`src/rtl/vga_pkg.sv`:
```
// rtl/vga_pkg.sv - shared 640x480@60 VGA timing constants and grid area count
package vga_pkg;

    // Horizontal timing, in pixel ticks
    localparam logic [9:0] H_VISIBLE    = 10'd640;
    localparam logic [9:0] H_FRONT      = 10'd16;
    localparam logic [9:0] H_SYNC       = 10'd96;
    localparam logic [9:0] H_BACK       = 10'd48;
    localparam logic [9:0] H_TOTAL      = H_VISIBLE + H_FRONT + H_SYNC + H_BACK;
    localparam logic [9:0] H_SYNC_START = H_VISIBLE + H_FRONT;
    localparam logic [9:0] H_SYNC_END   = H_SYNC_START + H_SYNC;

    // Vertical timing, in lines
    localparam logic [9:0] V_VISIBLE    = 10'd480;
    localparam logic [9:0] V_FRONT      = 10'd10;
    localparam logic [9:0] V_SYNC       = 10'd2;
    localparam logic [9:0] V_BACK       = 10'd33;
    localparam logic [9:0] V_TOTAL      = V_VISIBLE + V_FRONT + V_SYNC + V_BACK;
    localparam logic [9:0] V_SYNC_START = V_VISIBLE + V_FRONT;
    localparam logic [9:0] V_SYNC_END   = V_SYNC_START + V_SYNC;

    // Board is 2 rows by 3 columns of square cells
    localparam int AREA_COUNT = 6;

endpackage

```
`src/rtl/vga_timing.sv`:
```
// rtl/vga_timing.sv - pixel tick, h/v counters and raw sync/video_on (VGA_CLKDIV_EN: tick every 4th clk)
module vga_timing
    import vga_pkg::*;
(
    input  logic       clk,
    input  logic       rst,
    output logic       tick,
    output logic [9:0] hcount,
    output logic [9:0] vcount,
    output logic       hsync_raw,
    output logic       vsync_raw,
    output logic       video_on_raw
);

    logic [9:0] hcount_q, hcount_d;
    logic [9:0] vcount_q, vcount_d;

`ifdef VGA_CLKDIV_EN
    logic [1:0] div_q, div_d;

    // Free-running divider; the pixel tick is its terminal count
    always_comb begin
        div_d = div_q + 2'd1;
    end

    // Divider register, cleared so the first tick lands 4 clocks after reset
    always_ff @(posedge clk) begin
        if (rst) div_q <= 2'd0;
        else     div_q <= div_d;
    end

    assign tick = (div_q == 2'd3);
`else
    assign tick = 1'b1;
`endif

    // Raster position advance: column wraps into the next line, line wraps into the next frame
    always_comb begin
        hcount_d = hcount_q;
        vcount_d = vcount_q;
        if (tick) begin
            if (hcount_q == H_TOTAL - 10'd1) begin
                hcount_d = 10'd0;
                vcount_d = (vcount_q == V_TOTAL - 10'd1) ? 10'd0 : vcount_q + 10'd1;
            end else begin
                hcount_d = hcount_q + 10'd1;
            end
        end
    end

    // Counter registers
    always_ff @(posedge clk) begin
        if (rst) begin
            hcount_q <= 10'd0;
            vcount_q <= 10'd0;
        end else begin
            hcount_q <= hcount_d;
            vcount_q <= vcount_d;
        end
    end

    assign hcount       = hcount_q;
    assign vcount       = vcount_q;
    assign hsync_raw    = !((hcount_q >= H_SYNC_START) && (hcount_q < H_SYNC_END));
    assign vsync_raw    = !((vcount_q >= V_SYNC_START) && (vcount_q < V_SYNC_END));
    assign video_on_raw = (hcount_q < H_VISIBLE) && (vcount_q < V_VISIBLE);

endmodule

```
`src/rtl/vga_scan_area.sv`:
```
// rtl/vga_scan_area.sv - VGA scan with 3x2 cell decode and frame-stable board latch (option: VGA_CLKDIV_EN)
module vga_scan_area
    import vga_pkg::*;
#(
    parameter int H_ORG = 20,
    parameter int V_ORG = 40,
    parameter int CELL  = 200
)
(
    input  logic                  clk,
    input  logic                  rst,
    input  logic [31:0]           encode_in,
    output logic [31:0]           encode_out,
    output logic [AREA_COUNT-1:0] area,
    output logic [9:0]            x,
    output logic [9:0]            y,
    output logic                  video_on,
    output logic                  hsync,
    output logic                  vsync,
    output logic                  frame_start
);

    // Cell boundaries along each axis
    localparam logic [9:0] H_LO = 10'(H_ORG);
    localparam logic [9:0] H_C1 = 10'(H_ORG + CELL);
    localparam logic [9:0] H_C2 = 10'(H_ORG + 2 * CELL);
    localparam logic [9:0] H_HI = 10'(H_ORG + 3 * CELL);
    localparam logic [9:0] V_LO = 10'(V_ORG);
    localparam logic [9:0] V_R1 = 10'(V_ORG + CELL);
    localparam logic [9:0] V_HI = 10'(V_ORG + 2 * CELL);
    localparam logic [AREA_COUNT-1:0] AREA_ONE = AREA_COUNT'(1);

    logic       tick;
    logic [9:0] hcount, vcount;
    logic       hsync_raw, vsync_raw, video_on_raw;

    vga_timing u_timing (
        .clk          (clk),
        .rst          (rst),
        .tick         (tick),
        .hcount       (hcount),
        .vcount       (vcount),
        .hsync_raw    (hsync_raw),
        .vsync_raw    (vsync_raw),
        .video_on_raw (video_on_raw)
    );

    logic       in_grid;
    logic       row_hi;
    logic [1:0] col_sel;
    logic [2:0] cell_idx;
    logic [9:0] x_base, y_base;

    // Cell decode by comparing against fixed boundaries instead of dividing
    always_comb begin
        in_grid = (hcount >= H_LO) && (hcount < H_HI) && (vcount >= V_LO) && (vcount < V_HI);
        if (hcount >= H_C2) begin
            col_sel = 2'd2;
            x_base  = H_C2;
        end else if (hcount >= H_C1) begin
            col_sel = 2'd1;
            x_base  = H_C1;
        end else begin
            col_sel = 2'd0;
            x_base  = H_LO;
        end
        if (vcount >= V_R1) begin
            row_hi = 1'b1;
            y_base = V_R1;
        end else begin
            row_hi = 1'b0;
            y_base = V_LO;
        end
        cell_idx = (row_hi ? 3'd3 : 3'd0) + {1'b0, col_sel};
    end

    logic [31:0]           encode_out_q, encode_out_d;
    logic [AREA_COUNT-1:0] area_q, area_d;
    logic [9:0]            x_q, x_d, y_q, y_d;
    logic                  video_on_q, video_on_d;
    logic                  hsync_q, hsync_d, vsync_q, vsync_d;
    logic                  frame_start_q, frame_start_d;

    // Next output values: all follow the counter state one tick later; the board latches at vblank start
    always_comb begin
        encode_out_d  = encode_out_q;
        area_d        = area_q;
        x_d           = x_q;
        y_d           = y_q;
        video_on_d    = video_on_q;
        hsync_d       = hsync_q;
        vsync_d       = vsync_q;
        frame_start_d = frame_start_q;
        if (tick) begin
            hsync_d       = hsync_raw;
            vsync_d       = vsync_raw;
            video_on_d    = video_on_raw;
            frame_start_d = (hcount == 10'd0) && (vcount == 10'd0);
            if ((hcount == 10'd0) && (vcount == V_VISIBLE)) begin
                encode_out_d = encode_in;
            end
            if (in_grid) begin
                area_d = AREA_ONE << cell_idx;
                x_d    = hcount - x_base;
                y_d    = vcount - y_base;
            end else begin
                area_d = '0;
                x_d    = 10'd0;
                y_d    = 10'd0;
            end
        end
    end

    // Output registers; reset parks syncs inactive so no partial pulse escapes
    always_ff @(posedge clk) begin
        if (rst) begin
            encode_out_q  <= 32'd0;
            area_q        <= '0;
            x_q           <= 10'd0;
            y_q           <= 10'd0;
            video_on_q    <= 1'b0;
            hsync_q       <= 1'b1;
            vsync_q       <= 1'b1;
            frame_start_q <= 1'b0;
        end else begin
            encode_out_q  <= encode_out_d;
            area_q        <= area_d;
            x_q           <= x_d;
            y_q           <= y_d;
            video_on_q    <= video_on_d;
            hsync_q       <= hsync_d;
            vsync_q       <= vsync_d;
            frame_start_q <= frame_start_d;
        end
    end

    assign encode_out  = encode_out_q;
    assign area        = area_q;
    assign x           = x_q;
    assign y           = y_q;
    assign video_on    = video_on_q;
    assign hsync       = hsync_q;
    assign vsync       = vsync_q;
    assign frame_start = frame_start_q;

endmodule

```
`config.mk`:
```
export PLATFORM = sky130hd
export DESIGN_NAME = vga_scan_area
export DESIGN_NICKNAME = d
export VERILOG_FILES = /design/src/rtl/vga_pkg.sv /design/src/rtl/vga_timing.sv /design/src/rtl/vga_scan_area.sv
export SDC_FILE = /design/constraint.sdc
export NUM_CORES = 1
export LEC_CHECK = 0
export CAP_MARGIN = 20
export CORE_ASPECT_RATIO = 0.9
export CORE_MARGIN = 8
export CORE_UTILIZATION = 40
export CTS_CLUSTER_SIZE = 16
export DETAILED_ROUTE_END_ITERATION = 8
export PLACE_DENSITY = 0.74
export SLEW_MARGIN = 20
export SYNTH_ARGS = -nofsm -noshare
export SYNTH_HDL_FRONTEND = slang
export SYNTH_HIERARCHICAL = 1
export SYNTH_SLANG_ARGS = --single-unit
```
`constraint.sdc`:
```
create_clock -name clk -period 4 [get_ports clk]
set_input_delay 0.6 -clock clk [delete_from_list [all_inputs] [get_ports clk]]
set_output_delay 0.6 -clock clk [all_outputs]
set_load 0.02 [all_outputs]
```
==> run_results.csv, run 1 <==
group,metric,value,unit
status,outcome,"complete, no violations",
layout,layout.cells.most_common,"clkdlybuf4s50_1",
layout,seq_area,0.00164,sq mm
power_and_ir_drop,irDropWorstVdd,0.233,mV
power_and_ir_drop,power_density,289,mW/mm^2
die,die_x,120,um
cts,cts_sinks,82,
cts,root_buffer,"clkbuf_8",
flow_run,maxCapViolCount,0,
global_routing,antenna_found_initial,0,
timing,fin_crit,3.17,ns
hold_path,hold_path.class,"flip-flop to flip-flop",
timing,clock.fmax,316,MHz
power_and_ir_drop,sequentialPowerShare,56.4,%
cts,clk_pin_slew,0.09,ns
logic_synthesis,synth.cell_area,0.00390,sq mm
timing,period_share,79.2,%
cts,cts_hold_buf,0,
placement,portBuffers,95,
logic_synthesis,avgSynthCellArea,8.33,sq um
global_routing,grt_pass1_vias,3418,
logic_synthesis,syn_inst,469,
routing,wl_per_cell,14.3,um
timing,finalClockSkew,0.00846,ns
timing,final_hold_viol_count,0,
die,io_pins,96,
cts,cts_resized,0,
power_and_ir_drop,p_comb_share,5.4,%
die,design.die.area,0.0132,sq mm
cts,clockBufferDepth,2,
die,fp.dieH,110,um
logic_synthesis,ys_types,55,
global_routing,gr-total-overflow,0,
routing,num_vias,3566,
layout,finalNetCount,606,
cts,cts_tree,"done",
logic_synthesis,synthArstFlopShare,0,%
timing,tightest_slew,1.04,ns
logic_synthesis,synth.net_count,522,
die,rows,34,
layout,drive_above_1_share,5.02,%
cts,htreeDepth,3,
layout,final_cell_mix,"clkdlybuf4s50_1 (94), nand2_1 (88), dfxtp_1 (82), a21oi_1 (52), nor2_1 (41)",
global_routing,grt_pass1_wl,16200,um
timing,worst_slack,0.834,ns
placement,place_congestion,0.859,
layout,area_growth_syn_to_layout,30.1,%
routing,firstDrtPassIters,4,
routing,dr.first_iter.drc_count,238,
logic_synthesis,seq_area_frac_synth,42.0,%
worst_setup_path,critPathKind,"flip-flop to flip-flop",
routing,drc,0,
layout,diodes,0,
logic_synthesis,synthFlopType,"dfxtp_1",
logic_synthesis,yosysTopAreaCellShare,42.0,%
cts,postCtsSetupRepairBufs,0,
power_and_ir_drop,pwr-share-clk,38.2,%
cts,cts_buffers,9,
power_and_ir_drop,internal-power,0.00110,W
worst_setup_path,worstPathRequired,4.22,ns
placement,dpl.hpwl,7060,um
power_and_ir_drop,netSwitchingFraction,24.9,%
power_and_ir_drop,power,0.00147,W
logic_synthesis,synth_edf_count,0,
timing,maxSlewViolCount,0,
global_routing,gr-usage-all-layers,14.8,%
routing,vias_per_cell,5.21,
power_and_ir_drop,power.leakage,1.74,nW
layout,fill_cells,909,
cts,clock_latency,0.35,ns
timing,grt_setup_unrepaired,"no",
die,start_util,40.8,%
routing,routed_wl,9780,um
timing,finalSetupViolations,0,
die,fp.coreArea,0.00957,sq mm
placement,placedCellCount,668,
power_and_ir_drop,p_sw,0.000365,W
worst_setup_path,arrival,3.39,ns
timing,fin_tns_setup,0,ns
layout,multi_input_area,0.00206,sq mm
logic_synthesis,ys_ff_latch,82,
timing,hold_slack,0.454,ns
worst_setup_path,cp-start-kind,"flip-flop",
layout,instances_no_fill,684,
logic_synthesis,synthTopCellsByArea,"dfxtp_1 (42%), nand2_1 (8.5%), a21oi_1 (6.7%)",
timing,relSlewSlack,30.9,%
logic_synthesis,yosysWarnings,6,
worst_setup_path,end_kind,"flip-flop",
routing,ant_nets,0,
logic_synthesis,yosys.area.top_type,"dfxtp_1",
global_routing,grt_max_degree,41,
placement,pre_cts_ws,0.821,ns
worst_setup_path,path_max_fanout,12,
==> power groups by stage <==
stage | clock network (W) | logic [W] | registers [W]
finish | 0.000560 | 0.0000787 | 0.000827
floorplan | 0 | 0.0000311 | 0.000848
detailed placement | 0 | 0.0000764 | 0.000847
CTS | 0.000582 | 0.0000772 | 0.000827
global route | 0.000624 | 0.0000854 | 0.000829
global placement | 0 | 0.0000759 | 0.000846
==> layer usage <==
metal	part of all wire [%]	up-vias	global-route usage, %
met5	0	-	0
met3	7.8	9	4.67
met4	1.1	0	4.54
met1	46	1655	17.9
li1	-	1795	-
met2	46	107	24.8
==> stage by stage <==
stage	area [sq um]	utilization [%]
after floorplan	3910	-
after global placement	4900	51.2
after detailed placement	4900	51.2
after CTS	5080	53.1
after global routing	5080	53.1
final	5080	53.1
==> final cells by class <==
| cell class | instances | share of cell area, % |
|---|---|---|
| timing repair buffer | 98 | 19.1 |
| clock buffer | 9 | 2.44 |
| inverter | 18 | 1.33 |
| clock inverter | 7 | 1.21 |
| tap | 126 | 3.10 |
| multi-input combinational | 344 | 40.6 |
| sequential | 82 | 32.3 |
==> registers in the layout (all words and copies together), names as in the netlist <==
signal,cells
x,10
video_on,1
encode_out,32
hsync,1
y,10
vsync,1
frame_start,1
area,6
u_timing/vcount,10
u_timing/hcount,10
==> synthesized netlist by cell type, types with 4 or more instances <==
| cell | instances |
|---|---|
| nand2_1 | 88 |
| inv_1 | 17 |
| nor3_1 | 12 |
| nor2b_1 | 5 |
| ha_1 | 16 |
| nand3_1 | 10 |
| a22oi_1 | 16 |
| a21oi_1 | 52 |
| buf_2 | 6 |
| or3_1 | 4 |
| dfxtp_1 | 82 |
| nand4_1 | 9 |
| o21ai_0 | 10 |
| nor2_1 | 41 |
| xor2_1 | 7 |
| and3_1 | 4 |
| nor4_1 | 4 |
| xnor2_1 | 11 |
| clkbuf_1 | 11 |
| buf_6 | 4 |
==> worst paths after layout <==
path	startpoint	end	slack [ns]	depth (start not counted)
max	u_timing/hcount[2]	x[8]	0.83	11
min	encode_out[19]	encode_out[19]	0.45	2
max reg2reg	u_timing/hcount[2]	x[8]	0.83	11
min reg2reg	encode_out[19]	encode_out[19]	0.45	2
==> kinds of logic (layout without fill, tap and decap cells) <==
group	count (synthesis)	after routing	synth area share, %
compound gates	104	104	16.8
xor+xnor	18	18	4.04
fa+ha+maj	19	19	6.66
buf+inv	43	132	5.41
flops	82	82	42.0
mux	2	2	0.513
other cells	1	1	0.0960
simple gates	200	200	24.4
==> critical path: stages (launching register included) <==
cell     delay (ns)
dfxtp_1        0.42
or3_1          0.40
a21o_1         0.18
a31oi_1        0.48
nand2_1        0.20
inv_1          0.13
fa_1           0.22
nor2b_1        0.07
o31a_1         0.27
o211a_1        0.21
o41ai_1        0.35
a21oi_1        0.11
Note: power is estimated with default switching activity, not from simulation.
==> run 2, diff against run 1 <==
--- a/config.mk
+++ b/config.mk
@@ -11,7 +11,7 @@
 export CORE_UTILIZATION = 40
 export CTS_CLUSTER_SIZE = 16
 export DETAILED_ROUTE_END_ITERATION = 8
-export PLACE_DENSITY = 0.74
+export PLACE_DENSITY = 0.77
 export SLEW_MARGIN = 20
 export SYNTH_ARGS = -nofsm -noshare
 export SYNTH_HDL_FRONTEND = slang
==> constraint.sdc (replaced) <==
create_clock -name clk -period 2.7 [get_ports clk]
set_input_delay 0.405 -clock clk [delete_from_list [all_inputs] [get_ports clk]]
set_output_delay 0.405 -clock clk [all_outputs]
set_load 0.02 [all_outputs]
==> run 2 against run 1 <==
  * Sequential power rose by 48%
  * Worst setup slack got worse by 0.73 ns
  * Register-to-register slack lost 0.73 ns
  * Utilization increased by 2.3 points
==> run_results.csv, run 2 (synthesized netlist as in run 1, its figures left out) <==
group,metric,value,unit
status,outcome,"complete, no violations",
routing,dr.first_iter.drc_count,152,
timing,tightest_slew,0.550,ns
power_and_ir_drop,power.leakage,1.85,nW
worst_setup_path,crit_path_start,"u_timing/hcount[4]",
cts,clockBufferDepth,2,
timing,final_hold_viol_count,0,
layout,seq_area,0.00164,sq mm
power_and_ir_drop,irDropWorstVdd,0.384,mV
power_and_ir_drop,p_comb_share,5.5,%
timing,worst_slack,0.100,ns
cts,cts_tree,"done",
layout,layout.cells.most_common,"clkdlybuf4s50_1",
cts,clk_pin_slew,0.09,ns
cts,cts_buffers,9,
placement,pre_cts_ws,-0.00934,ns
worst_setup_path,arrival,2.86,ns
worst_setup_path,cp-start-kind,"flip-flop",
worst_setup_path,worstPathRequired,2.96,ns
layout,multi_input_area,0.00211,sq mm
worst_setup_path,end_kind,"flip-flop",
die,die_x,120,um
timing,finalSetupViolations,0,
die,fp.dieH,110,um
worst_setup_path,regToRegStartpoint,"u_timing/hcount[4]",
placement,portBuffers,95,
cts,cts_sinks,82,
layout,drive_above_1_share,9.86,%
layout,area_growth_syn_to_layout,35.8,%
die,io_pins,96,
global_routing,gr-usage-all-layers,15.9,%
power_and_ir_drop,internal-power,0.00174,W
layout,largest_reg_flops,32,
power_and_ir_drop,pwr-share-clk,40.6,%
global_routing,grt_max_degree,46,
placement,place_congestion,0.852,
routing,wl_per_cell,14.9,um
power_and_ir_drop,power,0.00227,W
timing,maxSlewViolCount,0,
routing,vias_per_cell,5.26,
layout,diodes,0,
layout,finalNetCount,626,
routing,ant_nets,0,
hold_path,hold_path.class,"flip-flop to flip-flop",
timing,grt_setup_unrepaired,"no",
worst_setup_path,path_max_fanout,5,
layout,utilization,55.4,%
placement,dpl_cell_area,0.00505,sq mm
routing,firstDrtPassIters,7,
timing,finalClockSkew,0.0129,ns
routing,routed_wl,10500,um
worst_setup_path,critPathKind,"flip-flop to flip-flop",
die,start_util,40.8,%
routing,drc,0,
die,design.die.area,0.0132,sq mm
power_and_ir_drop,netSwitchingFraction,23.2,%
flow_run,maxCapViolCount,0,
routing,num_vias,3701,
timing,relSlewSlack,63.0,%
placement,dpl.hpwl,7540,um
cts,root_buffer,"clkbuf_8",
layout,fill_cells,877,
cts,clock_latency,0.37,ns
layout,final_area,0.00530,sq mm
global_routing,grt_pass1_wl,17300,um
power_and_ir_drop,power_density,428,mW/mm^2
power_and_ir_drop,p_sw,0.000526,W
die,rows,34,
global_routing,grt_pass1_vias,3603,
hold_path,hp-start,"encode_out[20]",
global_routing,gr-total-overflow,0,
power_and_ir_drop,sequentialPowerShare,53.9,%
cts,htreeDepth,3,
die,fp.coreArea,0.00957,sq mm
timing,fin_crit,2.60,ns
global_routing,antenna_found_initial,0,
timing,period_share,96.3,%
timing,clock.fmax,385,MHz
layout,final_cell_mix,"clkdlybuf4s50_1 (94), nand2_1 (87), dfxtp_1 (82), a21oi_1 (52), nor2_1 (41)",
cts,cts_hold_buf,0,
## run 2: worst paths after layout
| check | endpoint | slack [ns] | cells after the start |
|---|---|---|---|
| worst min register to register | encode_out[20] | 0.46 | 2 |
| worst max register to register | x[9] | 0.1 | 10 |
| worst max-delay path | x[9] | 0.1 | 10 |
| worst min-delay path | encode_out[20] | 0.46 | 2 |
## run 2: power by group through the flow
stage | combinational, W | clock [W] | sequential [W]
after floorplan | 0.0000461 | 0 | 0.00126
after CTS | 0.000119 | 0.000947 | 0.00122
after global placement | 0.000117 | 0 | 0.00125
final | 0.000124 | 0.000922 | 0.00122
after detailed placement | 0.000118 | 0 | 0.00125
after global routing | 0.000135 | 0.000987 | 0.00122
## run 2: metrics by stage
stage               hold slack [ns]  TNS (ns)  cells
CTS                           0.457         0    702
floorplan                     0.464         0    469
detailed placement            0.444  -0.00934    686
global route                  0.475         0    704
global placement              0.438         0    686
finish                        0.455         0    704
## run 2: final cells by class
cell class	count	area share [%]
clock buffers	10	2.60
clock inverters	6	1.37
inverters	18	1.27
multi-input cells	344	39.7
flip-flops and latches	82	31.0
well taps	126	2.97
repair buffers	118	21.1
## run 2: timing repair
action	4_1_cts	5_1_grt
endpoints found under the setup margin	1	4
pin swaps	0	5
cloned	0	0
resized for setup	1	7
setup buffers	0	2
## run 2: worst max-delay path, cell delays in order, from the launching register on
cell and delay [ns]:
dfxtp_1 0.32, or3_4 0.38, a21o_1 0.19, a31oi_4 0.21
buf_4 0.16, ha_1 0.27, a21o_1 0.21, a221oi_2 0.33
a21oi_1 0.13, xor2_1 0.16, o32ai_1 0.14
## run 2: routing by layer
metal | vias to the layer above | GRT usage, % | wire, um
met5 | - | 0 | 0
met4 | 0 | 5.08 | 163
met3 | 15 | 6.06 | 901
met2 | 117 | 27.2 | 4980
met1 | 1733 | 18.2 | 4480
li1 | 1836 | - | -
